**config.mk**
```make
export PLATFORM = sky130hd
export DESIGN_NAME = mem_wb_stage
export DESIGN_NICKNAME = d
export VERILOG_FILES = /design/src/rtl/mem_wb_stage.sv
export SDC_FILE = /design/constraint.sdc
export NUM_CORES = 1
export LEC_CHECK = 0
export CORE_AREA = 2 2 239 241
export DETAILED_ROUTE_END_ITERATION = 8
export DIE_AREA = 0 0 241 243
export DONT_BUFFER_PORTS = 1
export HOLD_SLACK_MARGIN = 0.08
export MAX_ROUTING_LAYER = met4
export PLACE_DENSITY = 0.44
export SLEW_MARGIN = 20
export SYNTH_ARGS = -nofsm -noshare
export SYNTH_HDL_FRONTEND = slang
export SYNTH_SLANG_ARGS = --single-unit
```
**constraint.sdc**
```tcl
create_clock -name clk -period 4.04 [get_ports clk]
set_input_delay 1.01 -clock clk [delete_from_list [all_inputs] [get_ports clk]]
set_output_delay 1.01 -clock clk [all_outputs]
set_load 0.01 [all_outputs]
```
**src/rtl/mem_wb_stage.sv**
```systemverilog
`default_nettype none
// ============================================================================
//  Module   : mem_wb_stage
//  Purpose  : MEM pipeline stage plus MEM/WB register. Resolves branches
//             (pc_src/flush_out/branch_target) and runs loads and stores
//             through a req/ack data-memory port. Upstream stages are stalled
//             while an access is in flight. Misaligned accesses and bus
//             timeouts are reported as a one-cycle mem_fault pulse.
//  Ports    : clk, rst_n (async, active low)
//             EX/MEM inputs : *_in controls, ALU result/address, store data,
//                             ALU_OP_in {funct7[5],funct3}, dest_reg_in
//             Memory port   : dmem_req/we/addr/wdata/be out, dmem_rdata/ack in
//             Hazard/branch : stall_out, pc_src, branch_target, flush_out
//             Status        : mem_fault
//             MEM/WB        : RegWrite_wb, MemtoReg_wb, read_data_wb,
//                             ALU_result_wb, dest_reg_wb
//  Revision : 1.0  initial release
// ============================================================================
module mem_wb_stage #(
   parameter int XLEN    = 64,
   parameter int TIMEOUT = 16
) (
   input  logic            clk,
   input  logic            rst_n,
   input  logic            RegWrite_in,
   input  logic            MemtoReg_in,
   input  logic            Branch_in,
   input  logic            Zero_in,
   input  logic            is_greater_in,
   input  logic            MemWrite_in,
   input  logic            MemRead_in,
   input  logic [XLEN-1:0] immvalue_added_pc_in,
   input  logic [XLEN-1:0] ALU_result_in,
   input  logic [XLEN-1:0] WriteData_in,
   input  logic [3:0]      ALU_OP_in,
   input  logic [4:0]      dest_reg_in,
   output logic            dmem_req,
   output logic            dmem_we,
   output logic [XLEN-1:0] dmem_addr,
   output logic [XLEN-1:0] dmem_wdata,
   output logic [7:0]      dmem_be,
   input  logic [XLEN-1:0] dmem_rdata,
   input  logic            dmem_ack,
   output logic            stall_out,
   output logic            pc_src,
   output logic [XLEN-1:0] branch_target,
   output logic            flush_out,
   output logic            mem_fault,
   output logic            RegWrite_wb,
   output logic            MemtoReg_wb,
   output logic [XLEN-1:0] read_data_wb,
   output logic [XLEN-1:0] ALU_result_wb,
   output logic [4:0]      dest_reg_wb
);

   localparam int CW = (TIMEOUT > 1) ? $clog2(TIMEOUT) : 1;

   typedef enum logic [1:0] {
      S_IDLE = 2'd0,
      S_WAIT = 2'd1,
      S_RESP = 2'd2
   } state_t;

   state_t            state, state_nxt;
   logic [CW-1:0]     cnt;
   logic              killed;
   logic [XLEN-1:0]   rdata_q;

   logic [2:0]        funct3;
   logic [1:0]        size;
   logic [2:0]        addr_lo;
   logic              mem_op;
   logic              misaligned;
   logic              br_cond;
   logic              taken;
   logic              stall_c;
   logic              timeout_c;
   logic [7:0]        be_mask;
   logic [XLEN-1:0]   lane;
   logic [XLEN-1:0]   load_ext;
   logic              unused_funct7;

   assign funct3        = ALU_OP_in[2:0];
   assign size          = funct3[1:0];
   assign addr_lo       = ALU_result_in[2:0];
   assign mem_op        = MemRead_in | MemWrite_in;
   assign unused_funct7 = ALU_OP_in[3];

   always_comb begin
      misaligned = 1'b0;
      be_mask    = 8'h01;
      case (size)
         2'd0: begin misaligned = 1'b0;             be_mask = 8'h01; end
         2'd1: begin misaligned = addr_lo[0];       be_mask = 8'h03; end
         2'd2: begin misaligned = |addr_lo[1:0];    be_mask = 8'h0F; end
         default: begin misaligned = |addr_lo;      be_mask = 8'hFF; end
      endcase
   end

   always_comb begin
      case (funct3)
         3'b000:  br_cond = Zero_in;
         3'b001:  br_cond = ~Zero_in;
         3'b100:  br_cond = ~is_greater_in & ~Zero_in;
         3'b101:  br_cond = is_greater_in | Zero_in;
         default: br_cond = 1'b0;
      endcase
   end

   // A memory op always wins over a (malformed) simultaneous branch.
   assign taken = (state == S_IDLE) & Branch_in & ~mem_op & br_cond;

   // Combinational outputs are forced low while reset is asserted so that
   // every output reads zero during reset, not only the registered ones.
   assign pc_src        = rst_n & taken;
   assign flush_out     = rst_n & taken;
   assign stall_out     = rst_n & stall_c;
   assign branch_target = rst_n ? immvalue_added_pc_in : '0;

   // Select the addressed lane, then sign/zero extend by access size.
   assign lane = dmem_rdata >> {addr_lo, 3'b000};
   always_comb begin
      case (size)
         2'd0: load_ext = funct3[2] ? {{(XLEN-8){1'b0}},  lane[7:0]}
                                    : {{(XLEN-8){lane[7]}}, lane[7:0]};
         2'd1: load_ext = funct3[2] ? {{(XLEN-16){1'b0}},   lane[15:0]}
                                    : {{(XLEN-16){lane[15]}}, lane[15:0]};
         2'd2: load_ext = funct3[2] ? {{(XLEN-32){1'b0}},   lane[31:0]}
                                    : {{(XLEN-32){lane[31]}}, lane[31:0]};
         default: load_ext = lane;
      endcase
   end

   // ---------------------------------------------------------------- FSM
   always_ff @(posedge clk or negedge rst_n) begin
      if (!rst_n) state <= S_IDLE;
      else        state <= state_nxt;
   end

   always_comb begin
      state_nxt = state;
      stall_c   = 1'b0;
      timeout_c = 1'b0;
      case (state)
         S_IDLE: begin
            if (mem_op && !misaligned) begin
               stall_c   = 1'b1;
               state_nxt = S_WAIT;
            end
         end
         S_WAIT: begin
            stall_c = 1'b1;
            if (dmem_ack) begin
               state_nxt = S_RESP;
            end else if (cnt == CW'(TIMEOUT - 1)) begin
               timeout_c = 1'b1;
               state_nxt = S_RESP;
            end
         end
         S_RESP:  state_nxt = S_IDLE;
         default: state_nxt = S_IDLE;
      endcase
   end

   // ------------------------------------------------------ datapath / MEM/WB
   always_ff @(posedge clk or negedge rst_n) begin
      if (!rst_n) begin
         cnt           <= '0;
         killed        <= 1'b0;
         rdata_q       <= '0;
         dmem_req      <= 1'b0;
         dmem_we       <= 1'b0;
         dmem_addr     <= '0;
         dmem_wdata    <= '0;
         dmem_be       <= '0;
         mem_fault     <= 1'b0;
         RegWrite_wb   <= 1'b0;
         MemtoReg_wb   <= 1'b0;
         read_data_wb  <= '0;
         ALU_result_wb <= '0;
         dest_reg_wb   <= '0;
      end else begin
         // Default: MEM/WB takes a bubble and fault is a single-cycle pulse.
         mem_fault     <= 1'b0;
         RegWrite_wb   <= 1'b0;
         MemtoReg_wb   <= 1'b0;
         read_data_wb  <= '0;
         ALU_result_wb <= '0;
         dest_reg_wb   <= '0;
         case (state)
            S_IDLE: begin
               cnt    <= '0;
               killed <= 1'b0;
               if (mem_op) begin
                  if (misaligned) begin
                     mem_fault <= 1'b1;
                  end else begin
                     dmem_req   <= 1'b1;
                     dmem_we    <= MemWrite_in;
                     dmem_addr  <= ALU_result_in;
                     dmem_wdata <= WriteData_in << {addr_lo, 3'b000};
                     dmem_be    <= be_mask << addr_lo;
                  end
               end else begin
                  RegWrite_wb   <= RegWrite_in & ~Branch_in;
                  MemtoReg_wb   <= MemtoReg_in;
                  ALU_result_wb <= ALU_result_in;
                  dest_reg_wb   <= dest_reg_in;
               end
            end
            S_WAIT: begin
               if (dmem_ack) begin
                  rdata_q  <= load_ext;
                  dmem_req <= 1'b0;
                  dmem_we  <= 1'b0;
                  dmem_be  <= '0;
               end else if (timeout_c) begin
                  killed    <= 1'b1;
                  mem_fault <= 1'b1;
                  dmem_req  <= 1'b0;
                  dmem_we   <= 1'b0;
                  dmem_be   <= '0;
               end else begin
                  cnt <= cnt + CW'(1);
               end
            end
            S_RESP: begin
               // EX/MEM was held by the stall, so *_in still describe the access.
               RegWrite_wb   <= RegWrite_in & ~killed;
               MemtoReg_wb   <= MemtoReg_in & ~killed;
               read_data_wb  <= killed ? '0 : rdata_q;
               ALU_result_wb <= ALU_result_in;
               dest_reg_wb   <= dest_reg_in;
            end
            default: ;
         endcase
      end
   end

endmodule
`default_nettype wire

```
# Word-level counts from Yosys, hierarchy flattened
# Cells that the tools add are included.
# word_totals
out_inout_bits	341
word_cells	117
input_bits	275
ff_bits	345
# op_classes
n_shift	3
eq_ne	16
addsub	1
n_bitwise	17
reduce_logical	14
mux	51
# op_table
cell	count
two-way mux 64 bit	7
one-hot mux 64 bit (3 select lines)	1
one-hot mux 64 bit (2 select lines)	1
left shift 64 x 6 -> 64 bit	1
>> shifter 64 x 6 -> 64 bit	1
two-way mux 8 bit	4
one-hot mux 8 bit (3 select lines)	1
two-way mux 1 bit	18
one-hot mux 8 bit (2 select lines)	1
one-hot mux 1 bit (2 select lines)	7
inequality test 2 bit (second input constant)	5
one-hot mux 5 bit (2 select lines)	1
AND 1 bit	9
AND reduction 3 bit	3
two-way mux 4 bit	2
one-hot mux 4 bit (2 select lines)	1
left shift 8 x 3 -> 8 bit	1
== test 3 bit (second input constant)	2
two-way mux 2 bit	3
inequality test 3 bit (second input constant)	2
NOT 1 bit	6
two-way mux 5 bit	1
adder 4 x 1 -> 4 bit (second input constant)	1
== test 2 x 1 -> 1 bit (second input constant)	2
other kinds (17)	21

# Depth between registers and ports, before layout
# Gate-level depths: netlist of run 1.
# depth
word_depth	7
ltp_mapped	9
depth_no_buf	6

# Least setup slack after synthesis of run 1
# OpenSTA, ideal clock, no wires.
# synth_timing
path_type	input to output
start	input ALU_result_in[1]
end	output stall_out
path_slack_ns	0.667
path_buffers	2
arrival_time_ns	2.363
cell_stages	7
cell_sequence	buf_2 > a21o_1 > a22oi_2 > nand3b_2 > buf_2 > nor2b_1 > nor3b_1
# synth_via
elab_chain_len	7
# synth_lines
item	line	rtl
start, declared	33	input logic [XLEN-1:0] ALU_result_in,
OR reduction 3 bit or OR reduction 2 bit (tied branches)	96, 95	
one-hot mux 1 bit (3 select lines) (*)	92	case (size)
zero test 1 bit (*)	146	if (mem_op && !misaligned) begin
logical AND 1 bit (*)	146	
two-way mux 1 bit (*)	146	
one-hot mux 1 bit (2 select lines) (*)	144	case (state)
AND 1 bit (*)	117	assign stall_out = rst_n & stall_c;
end, declared	44	output logic stall_out,
# Every way passes the cells marked *; elsewhere a longest branch is shown, timed or not.

# Worst setup path after layout of run 1
# layout_timing
start	input ALU_OP_in[1]
end	output stall_out
# layout_via
elab_chain_len	7
# layout_lines
item	line	rtl
start, declared	35	input logic [3:0] ALU_OP_in,
== test 2 bit, or another cell as far along	92	
one-hot mux 1 bit (3 select lines) (*)	92	
zero test 1 bit (*)	146	
logical AND 1 bit (*)	146	
two-way mux 1 bit (*)	146	
one-hot mux 1 bit (2 select lines) (*)	144	
AND 1 bit (*)	117	
# Marked as above.

==> results of run 1 <==
## final cells by class
class                   count  area, um^2  area share, %
well taps                 756         946           5.31
repair buffers             19         155          0.870
inverters                   5        18.8          0.105
multi-input cells        1019        6730           37.7
flip-flops and latches    345        8630           48.4
clock buffers              55        1180           6.62
diodes                      3        7.51         0.0421
clock inverters            15         156          0.878
## layout by cell type (no fill, tap or decap), drive strengths merged, types with 9 or more instances in the layout
cell | synthesis | final
o21a | 9 | 9
clkinv | 0 | 12
a31oi | 57 | 57
a22o | 12 | 12
clkbuf | 69 | 55
buf | 50 | 19
nand3 | 35 | 35
and2 | 195 | 195
nor2 | 115 | 115
nand2b | 12 | 12
mux2i | 115 | 115
o31ai | 28 | 28
nand2 | 188 | 188
dfrtp | 345 | 345
o21ai | 46 | 46
a21oi | 32 | 32
mux2 | 82 | 82
o22ai | 10 | 10
## metal layers
layer	global-route usage, %	up-vias	routed length, um
li1	-	5014	-
met1	24.1	5572	23500
met2	32.0	558	27800
met3	6.44	81	5650
met4	6.01	0	1580
met5	-	-	0
## where the power goes
part	internal (mW)	total [mW]	switching [mW]
Sequential	4.42	5.50	1.08
Combinational	0.778	1.63	0.850
Clock	2.12	3.68	1.56
## worst paths after layout
kind / startpoint / endpoint / slack (ns) / depth (start not counted)
max in group asynchronous: rst_n / ALU_result_wb[16]$_DFF_PN0_ / 3.20 / 0
hold reg to reg: rdata_q[7]$_DFFE_PN0P_ / rdata_q[7]$_DFFE_PN0P_ / 0.47 / 2
hold / removal: rst_n / dmem_wdata[55]$_DFFE_PN0P_ / 0.13 / 0
setup / recovery: ALU_OP_in[1] / stall_out / 0.68 / 6
setup reg to reg: state[0]$_DFFE_PN0P_ / dmem_wdata[42]$_DFFE_PN0P_ / 1.63 / 4
min in group clk: rdata_q[7]$_DFFE_PN0P_ / rdata_q[7]$_DFFE_PN0P_ / 0.47 / 2
## through the flow
stage	area (um^2)	total power, mW	hold WS (ns)	setup slack (ns)
5_1_grt	17800	11.4	0.0925	0.487
2_1_floorplan	15900	6.56	0.442	0.667
4_1_cts	17800	11.0	0.0920	0.608
3_5_place_dp	16500	7.24	0.465	0.659
6_report	17800	10.8	0.131	0.680
3_3_place_gp	16500	7.20	0.458	0.690
## sequential cells by signal, summed over array words and instances (netlist names)
name / flops
cnt: 4
read_data_wb: 64
killed: 1
dmem_wdata: 64
dmem_req: 1
dmem_be: 8
MemtoReg_wb: 1
mem_fault: 1
dest_reg_wb: 5
dmem_addr: 64
ALU_result_wb: 64
dmem_we: 1
rdata_q: 64
RegWrite_wb: 1
state: 2
## logic make-up (layout without fill, tap and decap cells)
family,Yosys count,count (layout),share of synthesized area [%]
and+or+nand+nor,576,576,17.8
DFF,345,345,54.3
AOI/OAI and AO/OA,236,236,9.97
muxes,205,205,14.2
buffers and inverters,124,94,3.54
adders and majority gates,1,1,0.0787
xor gates and xnor gates,1,1,0.0551
other,0,3,0
==> impl_metrics.py, run 1 <==
metrics = {
    "cells_and_area": {
        "final_cell_count_no_fill": 2217,
        "final_layout_size_suffix_gt1_share_pct": 12.2,
        "fin_util_pct": 31.9,
        "fin_nets": 1708,
        "fillCellCount": 5790,
        "area_delta_synth_final_pct": 12.1,
    },
    "timing": {
        "rsz0062_at_grt": "no",
        "clock.fmax_ghz": 0.298,
        "slew_viol_final": 0,
        "fin_tns_setup_ns": 0,
        "slew_headroom_pct": 30.3,
        "hold_viol": 0,
        "fin_crit_ns": 3.36,
        "worst_pin_slew_ns": 1.05,
        "fin_worst_skew_ns": 0.0350,
        "finalSetupViolCount": 0,
        "fin_crit_sh_pct": 83.2,
    },
    "clocking": {
        "cts_hold_repair.buffers": 0,
        "clk_path_buf_depth": 3,
        "post_cts_buffers": 0,
        "cts_sinks": 345,
        "htreeDepth": 2,
        "cts_resized": 0,
        "clock-root-buffer": "clkbuf_16",
        "clk_pin_slew_ns": 0.06,
        "worstSkewPairLatency_ns": 0.58,
        "cts_buffers": 42,
        "tritoncts": "done",
    },
    "yosys": {
        "ys.flop_type": "dfrtp_1",
        "yosysWarnings": 0,
        "async_reset_ff_share_pct": 100,
        "synth.top_cell.area_share_pct": 54.3,
        "synth_nets": 1764,
        "synth_top_area_cell": "dfrtp_1",
        "synth_commonest_cells": "dfrtp_1 (345), and2_1 (195), nand2_1 (188)",
        "synth_edf_count": 0,
        "synth.area.top_cells": "dfrtp_1 (54%), and2_1 (7.7%), mux2i_1 (7.2%)",
        "synth-seq-cells": 345,
        "synth_cell_type_count": 55,
        "synth_cells": 1488,
        "yosysMostFrequentCell": "dfrtp_1",
        "yosysSeqAreaShare_pct": 54.3,
        "syn_area_mm2": 0.0159,
        "avgSynthCellArea_um2": 10.7,
    },
    "worst_hold_path": {
        "hp-class": "in -> async",
    },
    "power_and_ir_drop": {
        "p_leak_nw": 7.95,
        "power_density_mw_per_mm2": 606,
        "vdd_drop_max_mv": 0.279,
    },
    "floorplan": {
        "initial_core_util_pct": 28.4,
        "die-area_mm2": 0.0586,
        "die_h_um": 243,
        "io_pins": 616,
        "die_w_um": 241,
        "rows": 87,
        "core_mm2": 0.0560,
    },
    "place": {
        "dp_hpwl_um": 41500,
        "port_buffers": 0,
        "routabilityCongestion": 0.869,
        "place_inst": 2144,
    },
    "setup_path": {
        "cp_data_required_time_ns": 3.03,
        "slowest_delay_ns": 0.37,
        "critPathMaxFanout": 30,
        "cp_num_buf_inv": 1,
        "crit_path_end_kind": "output port",
        "crit_chain": "or2_2 > a22oi_2 > nand3b_4 > nor2b_1 > nor3b_1 > buf_4",
        "cp_top_family": "simple AND/OR/NAND/NOR gates",
        "crit_type": "in -> out",
        "arrival_ns": 2.35,
        "start_kind": "primary input",
        "critPathSlowestCell": "or2_2",
    },
    "detailed_routing": {
        "vias_per_cell": 5.06,
        "drc": 0,
        "drt_iter0_drc": 761,
        "vias": 11200,
        "firstDrtPassIters": 5,
        "drt_wl_total_um": 58500,
        "detail-route-antenna-nets": 0,
        "wl_per_cell_um": 26.4,
    },
    "outcome": {
        "status": "completed",
    },
    "global_route": {
        "grt_use_total_pct": 20.1,
        "first_global_vias": 11300,
        "antenna_found_initial": 3,
        "grt.overflow.total": 0,
        "grt_max_degree": 412,
        "grt_pass1_wl_um": 82700,
    },
    "run": {
        "maxCapViolCount": 0,
    },
}
No activity file was read; power rests on OpenSTA's default activity.
==> run 2, diff against run 1 <==
==> constraint.sdc (replaced) <==
create_clock -name clk -period 3.3 [get_ports clk]
set_input_delay 0.825 -clock clk [delete_from_list [all_inputs] [get_ports clk]]
set_output_delay 0.825 -clock clk [all_outputs]
set_load 0.01 [all_outputs]
==> run 2 against run 1 <==
Compared with the run above:
- the flow now finishes with violations (negative hold slack)
- sequential power is 22% higher
- via count is 0.22% higher
- die area stayed put
- register-to-register slack worse by 0.52 ns
- final area is 0.75% higher
- hold slack worse by 0.19 ns
- first-iteration DRC count is 1.8% higher
- critical path depth is 1 lower
- clock skew is 0.0069 ns lower
- setup slack worse by 0.36 ns
==> impl_metrics.py, run 2 (synthesis results as in run 1) <==
metrics = {
    "setup_path": {
        "critPathSlowestCell": "nor2_1",
        "slowest_delay_ns": 0.49,
        "arrival_ns": 2.16,
        "critPathMaxFanout": 6,
        "cp_num_buf_inv": 1,
        "reg2reg_depth": 4,
        "r2r-end": "dmem_wdata[63]$_DFFE_PN0P_",
        "cp.depth": 5,
        "crit_type": "reg -> out",
        "timing.rr.start": "state[1]$_DFFE_PN0P_",
        "crit_chain": "nor2_1 > nand3b_4 > nor2b_1 > nor3b_1 > buf_4",
        "cp_top_family": "simple AND/OR/NAND/NOR gates",
        "cp-endpoint": "stall_out",
        "crit_start": "state[1]$_DFFE_PN0P_",
        "r2r_slack_ns": 1.11,
        "start_kind": "register",
        "cp_data_required_time_ns": 2.47,
        "crit_path_end_kind": "output port",
    },
    "detailed_routing": {
        "wl_per_cell_um": 26.3,
        "vias": 11300,
        "drt_iter0_drc": 775,
        "drc": 0,
        "firstDrtPassIters": 5,
        "drt_wl_total_um": 58500,
        "vias_per_cell": 5.06,
        "detail-route-antenna-nets": 0,
    },
    "timing": {
        "clock.fmax_ghz": 0.335,
        "slew_headroom_pct": 27.6,
        "fin_tns_setup_ns": 0,
        "fin_crit_ns": 2.98,
        "whs_ns": -0.0593,
        "fin_crit_sh_pct": 90.4,
        "slew_viol_final": 0,
        "rsz0062_at_grt": "no",
        "fin_worst_skew_ns": 0.0281,
        "worst_pin_slew_ns": 1.09,
        "finalSetupViolCount": 0,
        "hold_viol": 71,
    },
    "floorplan": {
        "die_w_um": 241,
        "core_mm2": 0.0560,
        "die-area_mm2": 0.0586,
        "die_h_um": 243,
        "rows": 87,
        "io_pins": 616,
        "initial_core_util_pct": 28.4,
    },
    "place": {
        "dp_hpwl_um": 41600,
        "routabilityCongestion": 0.859,
        "port_buffers": 0,
    },
    "global_route": {
        "grt_use_total_pct": 20.1,
        "grt_max_degree": 412,
        "grt_pass1_wl_um": 83200,
        "grt.overflow.total": 0,
        "antenna_found_initial": 3,
        "first_global_vias": 11400,
    },
    "cells_and_area": {
        "final_layout_size_suffix_gt1_share_pct": 12.7,
        "fillCellCount": 5783,
        "seqCellArea_mm2": 0.00863,
        "multiInputGateArea_mm2": 0.00673,
        "fin_util_pct": 32.1,
        "layout_commonest_cell": "dfrtp_1",
        "area_delta_synth_final_pct": 13.0,
        "fin_nets": 1712,
        "final_cell_mix": "dfrtp_1 (345), and2_1 (195), nand2_1 (188)",
    },
    "power_and_ir_drop": {
        "p_total_mw": 13.5,
        "clkPwrFrac_pct": 35.2,
        "p_seq_share_pct": 49.7,
        "p_switching_mw": 4.34,
        "power_density_mw_per_mm2": 753,
        "sw_frac_of_total_pct": 32.1,
        "vdd_drop_max_mv": 0.353,
        "p_leak_nw": 8.02,
        "internal_power_mw": 9.19,
        "p_comb_share_pct": 15.1,
    },
    "clocking": {
        "cts_resized": 0,
        "cts_sinks": 345,
        "cts_buffers": 41,
        "post_cts_buffers": 0,
        "htreeDepth": 2,
        "tritoncts": "done",
        "clk_path_buf_depth": 3,
        "clock-root-buffer": "clkbuf_16",
        "clk_pin_slew_ns": 0.06,
        "worstSkewPairLatency_ns": 0.58,
    },
    "outcome": {
        "violations": "negative hold slack",
        "status": "complete, but fails checks",
    },
    "run": {
        "maxCapViolCount": 0,
    },
    "worst_hold_path": {
        "hp-class": "in -> async",
    },
}
run 2: per-layer routing:
layer	up-vias	global-route usage, %	routed length [um]
met5	-	-	0
li1	5021	-	-
met3	85	7.64	6360
met1	5593	23.7	22700
met2	551	31.5	27800
met4	0	6.21	1650
run 2: worst reg2reg max path, stage by stage (launching register included):
cell and delay [ns]:
dfrtp_1 0.37, nor2_1 0.49, nand3b_4 0.14, buf_12 0.25
mux2_1 0.83
run 2: how the worst min path moves through the flow:
stage / from / endpoint / slack [ns] / cells after the start
floorplan: rdata_q[15]$_DFFE_PN0P_ / rdata_q[15]$_DFFE_PN0P_ / 0.44 / 2
global placement: rdata_q[7]$_DFFE_PN0P_ / rdata_q[7]$_DFFE_PN0P_ / 0.46 / 2
detailed placement: rdata_q[7]$_DFFE_PN0P_ / rdata_q[7]$_DFFE_PN0P_ / 0.46 / 2
CTS: rst_n / dmem_wdata[30]$_DFFE_PN0P_ / -0.10 / 0
global route: rst_n / dmem_wdata[52]$_DFFE_PN0P_ / -0.1 / 0
finish: rst_n / dmem_wdata[36]$_DFFE_PN0P_ / -0.06 / 0
run 2: final cells by class:
class / count / area share, %
inverter: 5 / 0.105
antenna: 3 / 0.0418
sequential: 345 / 48.1
clock buffer: 54 / 6.43
tap: 756 / 5.27
multi-input combinational: 1019 / 37.5
clock inverter: 19 / 1.41
timing repair buffer: 24 / 1.21
run 2: metrics by stage:
step / instance area, um^2 / setup WS, ns / std cells
3_5_place_dp: 16500 / 0.362 / 2149
6_report: 18000 / 0.316 / 2225
5_1_grt: 18000 / 0.129 / 2224
3_3_place_gp: 16500 / 0.333 / 2149
2_1_floorplan: 15900 / 0.297 / 1488
4_1_cts: 17900 / 0.259 / 2222
run 2: power groups by stage:
stage / registers [mW] / clock network [mW] / logic, mW
final: 6.73 / 4.77 / 2.04
after global routing: 6.88 / 5.11 / 2.31
after CTS: 6.76 / 4.93 / 2.06
after detailed placement: 6.84 / 0 / 2.06
after global placement: 6.82 / 0 / 2.01
after floorplan: 6.33 / 0 / 1.70
